**src/rtl/ovl_fire_reporter.sv**
```systemverilog
// ovl_fire_reporter: collects per-cycle OVL checker fire strobes, timestamps each
// firing cycle into a small FIFO drained over a valid/ready report port, and keeps
// saturating fire/drop statistics plus the id of the first recorded firing checker.
module ovl_fire_reporter #(
  parameter int unsigned NUM_CHECKS = 8,
  parameter int unsigned FIFO_DEPTH = 4,
  parameter int unsigned TS_WIDTH   = 32,
  parameter int unsigned CNT_WIDTH  = 16,
  localparam int unsigned ID_WIDTH  = (NUM_CHECKS > 1) ? $clog2(NUM_CHECKS) : 1
) (
  input  logic                  clk,
  input  logic                  reset_n,
  input  logic                  enable,
  input  logic [NUM_CHECKS-1:0] fire,
  input  logic                  clear_stats,
  output logic                  rpt_valid,
  input  logic                  rpt_ready,
  output logic [NUM_CHECKS-1:0] rpt_fire,
  output logic [TS_WIDTH-1:0]   rpt_ts,
  output logic [CNT_WIDTH-1:0]  total_fires,
  output logic [CNT_WIDTH-1:0]  dropped,
  output logic                  overflow,
  output logic [ID_WIDTH-1:0]   first_fire_id,
  output logic                  first_valid
);

  localparam int unsigned AW = $clog2(FIFO_DEPTH);

  logic [TS_WIDTH-1:0]   ts_q;
  logic [AW:0]           wr_ptr_q, rd_ptr_q;
  logic [NUM_CHECKS-1:0] fire_mem [FIFO_DEPTH];
  logic [TS_WIDTH-1:0]   ts_mem   [FIFO_DEPTH];
  logic [CNT_WIDTH-1:0]  total_q, total_d, dropped_q, dropped_d;
  logic                  overflow_q, overflow_d, first_valid_q, first_valid_d;
  logic [ID_WIDTH-1:0]   first_id_q, first_id_d, low_idx;
  logic                  empty, full, push_try, push_ok, pop, drop;

  // Pointers carry one extra wrap bit so full and empty are distinguishable.
  assign empty    = (wr_ptr_q == rd_ptr_q);
  assign full     = (wr_ptr_q[AW] != rd_ptr_q[AW]) && (wr_ptr_q[AW-1:0] == rd_ptr_q[AW-1:0]);
  assign push_try = enable && (|fire);
  assign pop      = !empty && rpt_ready;
  // A pop in the same cycle frees the slot, so a full FIFO can still accept.
  assign push_ok  = push_try && (!full || pop);
  assign drop     = push_try && full && !pop;

  // No bypass: head fields come only from stored entries, zero when empty.
  assign rpt_valid = !empty;
  assign rpt_fire  = empty ? '0 : fire_mem[rd_ptr_q[AW-1:0]];
  assign rpt_ts    = empty ? '0 : ts_mem[rd_ptr_q[AW-1:0]];

  assign total_fires   = total_q;
  assign dropped       = dropped_q;
  assign overflow      = overflow_q;
  assign first_fire_id = first_id_q;
  assign first_valid   = first_valid_q;

  // Free-running timestamp and FIFO pointers.
  always_ff @(posedge clk or negedge reset_n) begin
    if (!reset_n) begin
      ts_q     <= '0;
      wr_ptr_q <= '0;
      rd_ptr_q <= '0;
    end else begin
      ts_q <= ts_q + TS_WIDTH'(1);
      if (push_ok) wr_ptr_q <= wr_ptr_q + (AW+1)'(1);
      if (pop)     rd_ptr_q <= rd_ptr_q + (AW+1)'(1);
    end
  end

  // Record storage; contents are only observable through valid pointers.
  always_ff @(posedge clk) begin
    if (push_ok) begin
      fire_mem[wr_ptr_q[AW-1:0]] <= fire;
      ts_mem[wr_ptr_q[AW-1:0]]   <= ts_q;
    end
  end

  // Lowest set bit of the fire vector.
  always_comb begin
    low_idx = '0;
    for (int i = NUM_CHECKS - 1; i >= 0; i--) begin
      if (fire[i]) low_idx = ID_WIDTH'(i);
    end
  end

  // Statistics next state; clear_stats overrides any same-cycle update.
  always_comb begin
    total_d       = total_q;
    dropped_d     = dropped_q;
    overflow_d    = overflow_q;
    first_valid_d = first_valid_q;
    first_id_d    = first_id_q;
    if (clear_stats) begin
      total_d       = '0;
      dropped_d     = '0;
      overflow_d    = 1'b0;
      first_valid_d = 1'b0;
      first_id_d    = '0;
    end else begin
      if (push_try && (total_q != '1)) total_d = total_q + CNT_WIDTH'(1);
      if (drop) begin
        overflow_d = 1'b1;
        if (dropped_q != '1) dropped_d = dropped_q + CNT_WIDTH'(1);
      end
      if (push_ok && !first_valid_q) begin
        first_valid_d = 1'b1;
        first_id_d    = low_idx;
      end
    end
  end

  // Statistics registers.
  always_ff @(posedge clk or negedge reset_n) begin
    if (!reset_n) begin
      total_q       <= '0;
      dropped_q     <= '0;
      overflow_q    <= 1'b0;
      first_valid_q <= 1'b0;
      first_id_q    <= '0;
    end else begin
      total_q       <= total_d;
      dropped_q     <= dropped_d;
      overflow_q    <= overflow_d;
      first_valid_q <= first_valid_d;
      first_id_q    <= first_id_d;
    end
  end

endmodule

```
**config.mk**
```make
export PLATFORM = sky130hd
export DESIGN_NAME = ovl_fire_reporter
export DESIGN_NICKNAME = d
export VERILOG_FILES = /design/src/rtl/ovl_fire_reporter.sv
export SDC_FILE = /design/constraint.sdc
export NUM_CORES = 1
export LEC_CHECK = 0
export BUFFER_PORTS_ARGS = -buffer_cell sky130_fd_sc_hd__buf_4
export CORE_MARGIN = 2
export CORE_UTILIZATION = 60
export DETAILED_ROUTE_END_ITERATION = 12
export PLACE_DENSITY = 0.8
export REMOVE_ABC_BUFFERS = 1
export SLEW_MARGIN = 20
export SYNTH_ARGS = -nofsm -noshare
export SYNTH_HDL_FRONTEND = slang
export SYNTH_SLANG_ARGS = --single-unit
```
**constraint.sdc**
```tcl
create_clock -name clk -period 7.3 [get_ports clk]
set_input_delay 0.365 -clock clk [delete_from_list [all_inputs] [get_ports clk]]
set_output_delay 0.365 -clock clk [all_outputs]
set_load 0.05 [all_outputs]
```
==> results of run 1 <==
Yosys cell counts, drive strengths merged:
cell type  instances  share of area
o211ai             3         0.0023
and4               6         0.0055
nand4             24          0.015
o311ai             1        0.00090
or3                5         0.0032
o31a               1        0.00090
mux2               2         0.0023
mux2i              4         0.0041
nand2b             3         0.0019
nand3             22          0.012
nor2              49          0.019
a21oi             11         0.0056
xor2              30          0.027
o21ai              6         0.0031
o31ai              1        0.00077
nor2b              3         0.0019
nor3               6         0.0031
clkbuf            19         0.0073
mux4              40          0.092
buf                5         0.0032
nor4b              1        0.00090
and3               6         0.0039
o2111a             1         0.0012
a31o               1        0.00090
and2              46          0.030
xnor2             31          0.028
o21a               2         0.0015
edfxtp           160           0.49
a211oi             1        0.00077
nor4              10         0.0095
nand2             22         0.0085
or4                4         0.0035
ha                 8          0.010
o21ba              1         0.0010
inv                7         0.0027
o2111ai            1        0.00090
dfrtp             75           0.19
layout make-up:
type	count	share of cell area
Clock buffer	28	0.0522
Inverter	7	0.00231
Multi-Input combinational cell	352	0.259
Timing Repair Buffer	93	0.0613
Sequential cell	235	0.587
Tap cell	216	0.0237
Clock inverter	14	0.0149
worst max-delay path, delay by kind of cell (launching register included):
family,cells,cell delay (ns)
muxes,1,0.63
DFF,1,0.37
buffers and inverters,2,0.84
and+or+nand+nor,1,0.18
registers in the layout, indices dropped and copies added, names as in the netlist:
register	flops
first_fire_id	3
rd_ptr_q	3
ts_mem	128
wr_ptr_q	3
total_fires	16
overflow	1
fire_mem	32
dropped	16
ts_q	32
first_valid	1
through the flow:
stage          worst slack, ns  instances  hold slack [ns]  cell area (sq um)
5_1_grt                   4.22        945           0.0783              11400
3_3_place_gp              4.64        903            0.477              10600
3_5_place_dp              4.54        903            0.485              10600
4_1_cts                   4.32        945           0.0571              11400
6_report                  4.41        945          0.00381              11400
2_1_floorplan             3.33        594           0.0694               9640
routing by layer:
metal	vias up	global-route usage	wire (um)
li1	2525	-	-
met1	2727	0.289	7520
met2	181	0.373	9280
met3	22	0.0440	1050
met4	0	0.0489	269
met5	-	0	0
path summary, 6_finish.rpt:
kind,cells past startpoint,slack (ns),end,startpoint
worst max-delay path,4,4.41,rpt_ts[23],rd_ptr_q[0]
worst min-delay path,1,0.004,total_fires[9],reset_n
worst max register to register,6,4.80,ts_q[26],ts_q[0]
worst min register to register,1,0.50,rd_ptr_q[2],rd_ptr_q[2]
max in group asynchronous,1,6.60,rd_ptr_q[0],reset_n
min in group clk,1,0.09,fire_mem[3][6],fire[6]
logic make-up after synthesis:
logic type | synth area share
flip-flops | 0.685
AND/OR/NAND/NOR | 0.117
XOR/XNOR | 0.0548
multiplexers | 0.0988
buffers and inverters | 0.0132
AO/OA/AOI/OAI | 0.0199
adder cells (fa/ha/maj) | 0.0103
layout by cell type (no fill, tap or decap), types with 4 or more instances in the layout:
cell type / instances
and4_1: 5
xor2_1: 30
ha_1: 8
clkbuf_16: 23
or3_1: 5
and2_4: 4
a21oi_1: 11
nor3_1: 6
clkbuf_1: 5
nor4_1: 8
bufinv_16: 4
o21ai_0: 4
inv_1: 7
dfrtp_1: 74
nand3_1: 21
nand2_1: 22
edfxtp_1: 160
and2_1: 42
mux4_2: 40
xnor2_1: 31
clkinv_2: 6
buf_4: 93
mux2i_1: 4
nand4_1: 24
nor2_1: 49
and3_1: 6
power breakdown:
group / switching (mW) / leakage (nW) / total, mW / internal (mW)
clock network: 0.474 / 0.379 / 1.20 / 0.722
logic: 1.45 / 1.40 / 2.17 / 0.724
registers: 0.0704 / 2.39 / 1.76 / 1.69
total: 1.99 / 4.18 / 5.13 / 3.14
==> results.json, run 1 <==
{
  "cts.htree.levels": 1,
  "synth_seq_cells": 235,
  "initial_antenna_violation_count": 0,
  "detailed_place_hpwl_mm": 10.8,
  "globalRouteOverflowTotal": 0,
  "place.port_buffers": 90,
  "place.gp.congestion": 0.838,
  "grt_max_degree": 76,
  "detailed_route_vias_per_instance": 5.77,
  "timing_hold_violations_final": 0,
  "die_y_um": 131,
  "critPathRequiredTime_ns": 6.93,
  "vias_in_the_first_global_route": 5738,
  "cp-end-kind": "output pin",
  "cts.hold.buffers_added": 0,
  "postSynthCellCount": 618,
  "final_wl_mm": 18.1,
  "result_of_the_run": "completed",
  "sequential_cell_area_sq_um": 6680,
  "fp.dieArea_sq_um": 17300,
  "first_pass_iters": 7,
  "crit_chain": "buf_4 > mux4_2 > and2_1 > buf_4",
  "timing.fmax_ghz": 0.346,
  "critical_path_peak_fanout": 42,
  "slowest_delay_ns": 0.66,
  "fin_setup_tns_ns": 0,
  "unrepaired_setup_endpoints_after_global_routing": "no",
  "die-width_um": 131,
  "site_row_count": 46,
  "timing_worst_slew_pin_value_ns": 0.963,
  "setup_viol_count_final": 0,
  "design.final.nets": 733,
  "slew_viol_final": 0,
  "drv.max_cap_violation_count": 0,
  "timing.critical_path.arrival_ns": 2.53,
  "synthesis.area_sq_um": 9750,
  "power_density_nw_per_um2": 451,
  "drtIter0Drc": 497,
  "layout_worst_path_cycle_share": 0.396,
  "grt_pass1_wl_mm": 29.9,
  "total_power_mw": 5.13,
  "utilization": 0.717,
  "layout.filler_cells": 1040,
  "clk_transition_reported_paths_ns": 0.06,
  "wl_per_cell_um": 19.2,
  "yosysUniqueCellTypes": 43,
  "cts_num_sinks": 235,
  "layout-drive-gt1-share": 0.248,
  "syn_to_final_growth_pct": 16.8,
  "antenna_violating_nets_post_route": 0,
  "path_class": "flop to output pin",
  "number_of_cts_inserted_buffers": 23,
  "postSynthAreaPerCell_sq_um": 15.8,
  "crit_top_cell": "buf_4",
  "crit_path_start_kind": "flop",
  "crit_slowest_cell": "buf_4",
  "synth_sequential_area_ratio": 0.685,
  "total_setup_buffers_inserted_after_cts": 0,
  "post_route_clock_skew_ns": 0.00836,
  "final.min_clock_period_ns": 2.89,
  "p_leak_nw": 4.18,
  "clock_latency_late_sink_ns": 0.50,
  "cts_resized": 0,
  "multi_input_area_sq_um": 2950,
  "clock_root_buffer": "clkbuf_16",
  "slew_headroom": 0.358,
  "hp-class": "input port to async pin",
  "core_sq_um": 15900,
  "cts.path.max_buffers": 3,
  "groute.usage.overall": 0.217,
  "synth.yosys.warnings": 0,
  "max-vdd-ir-drop_uv": 257,
  "initial_core_utilization": 0.614,
  "cts_tree": "yes",
  "via_count": 5455,
  "antenna_cells": 0,
  "route.detailed.drc": 0,
  "top_level_ports": 91
}
Note: power is estimated with default switching activity, not from simulation.
==> run 2, diff against run 1 <==
--- a/config.mk
+++ b/config.mk
@@ -7,9 +7,9 @@
 export LEC_CHECK = 0
 export BUFFER_PORTS_ARGS = -buffer_cell sky130_fd_sc_hd__buf_4
 export CORE_MARGIN = 2
-export CORE_UTILIZATION = 60
+export CORE_UTILIZATION = 59
 export DETAILED_ROUTE_END_ITERATION = 12
-export PLACE_DENSITY = 0.8
+export PLACE_DENSITY = 0.79
 export REMOVE_ABC_BUFFERS = 1
 export SLEW_MARGIN = 20
 export SYNTH_ARGS = -nofsm -noshare
==> constraint.sdc (replaced) <==
create_clock -name clk -period 2.9 [get_ports clk]
set_input_delay 0.145 -clock clk [delete_from_list [all_inputs] [get_ports clk]]
set_output_delay 0.145 -clock clk [all_outputs]
set_load 0.05 [all_outputs]
==> results.json, run 2 (synthesized netlist as in run 1, its figures left out) <==
{
  "result_of_the_run": "completed",
  "crit_top_cell": "buf_4",
  "layout_worst_path_cycle_share": 0.918,
  "detailed_place_hpwl_mm": 10.6,
  "setup_viol_count_final": 0,
  "die_y_um": 133,
  "cts_num_sinks": 235,
  "cts_tree": "yes",
  "vias_in_the_first_global_route": 5717,
  "stdcell_area_sq_um": 11500,
  "via_count": 5503,
  "seqPwrFrac": 0.346,
  "unrepaired_setup_endpoints_after_global_routing": "no",
  "final.min_clock_period_ns": 2.66,
  "path_class": "flop to output pin",
  "critical_path_peak_fanout": 42,
  "combPwrFrac": 0.429,
  "hp-class": "input port to flop",
  "die-width_um": 133,
  "top_level_ports": 91,
  "clock_root_buffer": "clkbuf_16",
  "wl_per_cell_um": 19.3,
  "final_wl_mm": 18.4,
  "site_row_count": 46,
  "place.port_buffers": 90,
  "slew_headroom": 0.340,
  "cts_resized": 0,
  "syn_to_final_growth_pct": 17.7,
  "antenna_cells": 0,
  "max-vdd-ir-drop_uv": 972,
  "crit_path_start_kind": "flop",
  "layout-drive-gt1-share": 0.246,
  "cp-end-kind": "output pin",
  "cts.htree.levels": 1,
  "worstPathBufferInverterCount": 2,
  "timing.fmax_ghz": 0.376,
  "slew_viol_final": 0,
  "initial_core_utilization": 0.609,
  "sw_frac_of_total": 0.391,
  "slowest_delay_ns": 0.66,
  "antenna_violating_nets_post_route": 0,
  "place.gp.congestion": 0.837,
  "number_of_cts_inserted_buffers": 23,
  "critPathRequiredTime_ns": 2.76,
  "timing_worst_slew_pin_value_ns": 0.990,
  "drv.max_cap_violation_count": 0,
  "hold_ws_ns": 0.0631,
  "power_density_nw_per_um2": 1120,
  "final_common_cell": "edfxtp_1",
  "crit_slowest_cell": "buf_4",
  "fin_setup_tns_ns": 0,
  "grt_max_degree": 76,
  "first_pass_iters": 4,
  "p_leak_nw": 4.21,
  "layout_common_cells": "edfxtp_1, buf_4, dfrtp_1, nor2_1, and2_1",
  "power_switching_mw": 5.01,
  "drtIter0Drc": 472,
  "clock_latency_late_sink_ns": 0.50,
  "detailed_route_vias_per_instance": 5.75,
  "timing_hold_violations_final": 0,
  "cts.path.max_buffers": 3,
  "clockPowerShare": 0.225,
  "crit_chain": "buf_4 > mux4_2 > and2_1 > buf_4",
  "clk_transition_reported_paths_ns": 0.06,
  "post_route_clock_skew_ns": 0.00862,
  "globalRouteOverflowTotal": 0,
  "grt_pass1_wl_mm": 30.2,
  "crit_family": "buffers and inverters",
  "place_area_sq_um": 10600,
  "cellInternalPower_mw": 7.82,
  "timing.critical_path.arrival_ns": 2.52,
  "route.detailed.drc": 0,
  "core_sq_um": 16000,
  "total_power_mw": 12.8,
  "design.final.nets": 746,
  "initial_antenna_violation_count": 0,
  "largest_reg_flops": 128,
  "fp.dieArea_sq_um": 17600,
  "groute.usage.overall": 0.217
}
## run 2: changes by cell type in the layout (fill, tap and decap cells not counted)
cell,before,now
clkinv_2,6,4
and2_4,4,3
dlygate4sd3_1,0,10
clkinv_1,3,2
buf_4,93,96
clkbuf_8,0,3
and2_2,0,1
bufinv_16,4,2
inv_6,1,0
clkbuf_1,5,7
## run 2: metal layers
metal,part of all wire,track usage
met5,0,0
met4,0.017,0.0627
met3,0.047,0.0337
met2,0.51,0.370
met1,0.42,0.292
## run 2: area by class of cell
type | count | area (sq um)
Fill cell | 1039 | 4520
Sequential cell | 235 | 6680
Clock buffer | 33 | 643
Clock inverter | 8 | 87.6
Tap cell | 216 | 270
Timing Repair Buffer | 106 | 821
Inverter | 7 | 26.3
Multi-Input combinational cell | 352 | 2950
## run 2: worst paths after layout
path	slack, ns	depth (start not counted)	endpoint	from
min reg2reg	0.50	1	wr_ptr_q[2]	wr_ptr_q[2]
min	0.06	2	total_fires[12]	clear_stats
min in group asynchronous	0.33	2	total_fires[8]	reset_n
max reg2reg	0.53	5	ts_mem[3][14]	wr_ptr_q[0]
max in group asynchronous	1.85	2	rd_ptr_q[0]	reset_n
max	0.24	4	rpt_ts[21]	rd_ptr_q[0]
## run 2: power groups by stage
| stage | clock, mW | combinational (mW) | sequential (mW) |
|---|---|---|---|
| after CTS | 2.93 | 5.58 | 4.45 |
| after global placement | 0 | 5.50 | 4.46 |
| after floorplan | 0 | 3.74 | 4.70 |
| after global routing | 3.07 | 5.79 | 4.48 |
| final | 2.89 | 5.51 | 4.43 |
| after detailed placement | 0 | 5.55 | 4.51 |
## run 2: metrics by stage
stage	util	setup slack [ns]	instances
4_1_cts	0.717	0.170	957
5_1_grt	0.717	0.0741	957
2_1_floorplan	-	-1.07	594
3_5_place_dp	0.665	0.311	906
3_3_place_gp	0.665	0.432	906
6_report	0.717	0.239	957
## run 2: timing repair
action	in CTS	in global routing
endpoints found under the hold margin	109	0
hold buffers	10	0
buffers inserted	0	0
endpoints found under the setup margin	0	0
==> run 3, diff against run 2 <==
--- a/config.mk
+++ b/config.mk
@@ -5,11 +5,12 @@
 export SDC_FILE = /design/constraint.sdc
 export NUM_CORES = 1
 export LEC_CHECK = 0
+export ABC_AREA = 1
 export BUFFER_PORTS_ARGS = -buffer_cell sky130_fd_sc_hd__buf_4
 export CORE_MARGIN = 2
-export CORE_UTILIZATION = 59
+export CORE_UTILIZATION = 50
 export DETAILED_ROUTE_END_ITERATION = 12
-export PLACE_DENSITY = 0.79
+export PLACE_DENSITY = 0.69
 export REMOVE_ABC_BUFFERS = 1
 export SLEW_MARGIN = 20
 export SYNTH_ARGS = -nofsm -noshare
==> results.json, run 3 <==
{
  "place.gp.congestion": 0.912,
  "place_area_sq_um": 11700,
  "grt_max_degree": 82,
  "synthesis.area_sq_um": 10700,
  "yosysUniqueCellTypes": 32,
  "drv.max_cap_violation_count": 0,
  "layout-drive-gt1-share": 0.142,
  "hp-class": "input port to flop",
  "result_of_the_run": "completed",
  "placement_setup_slack_ns": 0.737,
  "initial_core_utilization": 0.509,
  "worst_r2r_path_depth": 10,
  "timing_hold_violations_final": 0,
  "depth_of_the_worst_hold_timing_path": 2,
  "design.final.nets": 1217,
  "post_route_clock_skew_ns": 0.0189,
  "synth_ff_type": "edfxtp_1",
  "slew_headroom": 0.458,
  "via_count": 7780,
  "clock_latency_late_sink_ns": 0.51,
  "synth_area_leader_cell": "edfxtp_1",
  "timing.rr.end": "dropped[12]",
  "setup.worst_path.start": "rd_ptr_q[1]",
  "synth_seq_cells": 235,
  "antenna_cells": 0,
  "crit_path_start_kind": "flop",
  "die-width_um": 150,
  "globalRouteOverflowTotal": 0,
  "stdcell_area_sq_um": 12700,
  "cts.path.max_buffers": 3,
  "crit_top_cell": "nand2_1",
  "antenna_violating_nets_post_route": 0,
  "clk_transition_reported_paths_ns": 0.06,
  "sequential_cell_area_sq_um": 6680,
  "critPathRequiredTime_ns": 2.76,
  "critPathCapture": "rpt_fire[4]",
  "place.port_buffers": 90,
  "multi_input_area_sq_um": 3480,
  "crit_family": "buffers and inverters",
  "fp.dieArea_sq_um": 22600,
  "r2r_start": "rd_ptr_q[0]",
  "cts.htree.levels": 1,
  "layout_worst_path_cycle_share": 0.897,
  "final.min_clock_period_ns": 2.60,
  "yosysMostFrequentCell": "nand2_1",
  "synth_common_cells": "nand2_1, nor2_1, edfxtp_1",
  "layout_common_cells": "nand2_1, nor2_1, edfxtp_1, inv_1, buf_4",
  "crit_slowest_cell": "dfrtp_1",
  "synth.yosys.warnings": 0,
  "drtIter0Drc": 495,
  "timing.fmax_ghz": 0.384,
  "syn_to_final_growth_pct": 18.2,
  "critical_path_peak_fanout": 24,
  "synth_area_leaders": "edfxtp_1, dfrtp_1, nand2_1, nor2_1, o21ai_0",
  "slew_viol_final": 0,
  "number_of_cts_inserted_buffers": 25,
  "core_sq_um": 21000,
  "cp-end-kind": "output pin",
  "crit_chain": "inv_2 > nand2_1 > nand2_1 > nor2_1 > nand2_2 > buf_4 > nand2_1 > inv_1 > buf_4",
  "route.detailed.drc": 0,
  "placed_cells_incl_taps": 1434,
  "layout.filler_cells": 1750,
  "cts_num_sinks": 235,
  "grt_pass1_wl_mm": 37.8,
  "total_setup_buffers_inserted_after_cts": 0,
  "timing.critical_path.arrival_ns": 2.46,
  "cts.hold.buffers_added": 10,
  "detailed_place_hpwl_mm": 14.3,
  "cts_tree": "yes",
  "post-route-worst-setup-slack_ns": 0.299,
  "synth.top_cell.area_share": 0.449,
  "die_y_um": 150,
  "final_common_cell": "nand2_1",
  "cts_resized": 0,
  "postSynthCellCount": 1094,
  "site_row_count": 53,
  "top_level_ports": 91,
  "wl_per_cell_um": 15.3,
  "utilization": 0.602,
  "final_wl_mm": 22.7,
  "power_density_nw_per_um2": 1030,
  "timing_worst_slew_pin_value_ns": 0.812,
  "unrepaired_setup_endpoints_after_global_routing": "no",
  "worstPathBufferInverterCount": 4,
  "postSynthAreaPerCell_sq_um": 9.78,
  "slowest_delay_ns": 0.40,
  "first_pass_iters": 5,
  "async_flop_share": 0.319,
  "max-vdd-ir-drop_uv": 676,
  "largest_reg_flops": 128,
  "vias_in_the_first_global_route": 7502,
  "groute.usage.overall": 0.209,
  "r2r_slack_ns": 0.78,
  "clock_root_buffer": "clkbuf_16",
  "fin_setup_tns_ns": 0,
  "detailed_route_vias_per_instance": 5.22,
  "setup_viol_count_final": 0,
  "p_leak_nw": 5.33,
  "initial_antenna_violation_count": 0,
  "synth_sequential_area_ratio": 0.624,
  "critical_path_cell_count": 9,
  "synth-edff-count": 160,
  "path_class": "flop to output pin",
  "layoutNonFillerInstCount": 1490
}
## run 3: cell type report
class | count | share of cell area
inverters | 104 | 0.0309
well taps | 275 | 0.0272
clock buffers | 27 | 0.0500
repair buffers | 114 | 0.0729
multi-input cells | 716 | 0.275
clock inverters | 19 | 0.0156
flip-flops and latches | 235 | 0.528
## run 3: power by group
group / switching, mW / internal (mW) / total [mW] / leakage (nW)
combinational: 4.05 / 1.49 / 5.54 / 2.41
clock: 1.25 / 1.94 / 3.18 / 0.414
sequential: 0.143 / 4.13 / 4.27 / 2.51
## run 3: worst min path at each step
stage | slack (ns) | to | start
floorplan | -0.15 | dropped[0] | reset_n
global placement | 0.36 | dropped[10] | reset_n
detailed placement | 0.37 | dropped[10] | reset_n
CTS | 0.0007 | overflow | clear_stats
global route | 0.03 | overflow | clear_stats
finish | 0.01 | overflow | clear_stats
## run 3: kinds of logic (layout without fill, tap and decap cells)
group	count (synthesis)	count (layout)	share of synthesized area
adder cells (fa/ha/maj)	8	8	0.00935
flip-flops	235	235	0.624
XOR/XNOR	38	38	0.0311
buffers and inverters	143	264	0.0533
AO/OA/AOI/OAI	144	144	0.0762
AND/OR/NAND/NOR	526	526	0.206
## run 3: layer usage
layer  vias up  part of all wire  global-route usage
met5         -                 0                   0
met4         0             0.017              0.0486
met3        34             0.046              0.0248
met2       196              0.50               0.362
met1      3686              0.44               0.284
li1       3864                 -                   -
## run 3: through the flow
| step | hold WS, ns | power [mW] |
|---|---|---|
| 5_1_grt | 0.0313 | 13.7 |
| 3_5_place_dp | 0.366 | 9.91 |
| 3_3_place_gp | 0.363 | 9.84 |
| 6_report | 0.0110 | 13.0 |
| 2_1_floorplan | -0.151 | 8.14 |
| 4_1_cts | 0.000675 | 13.1 |
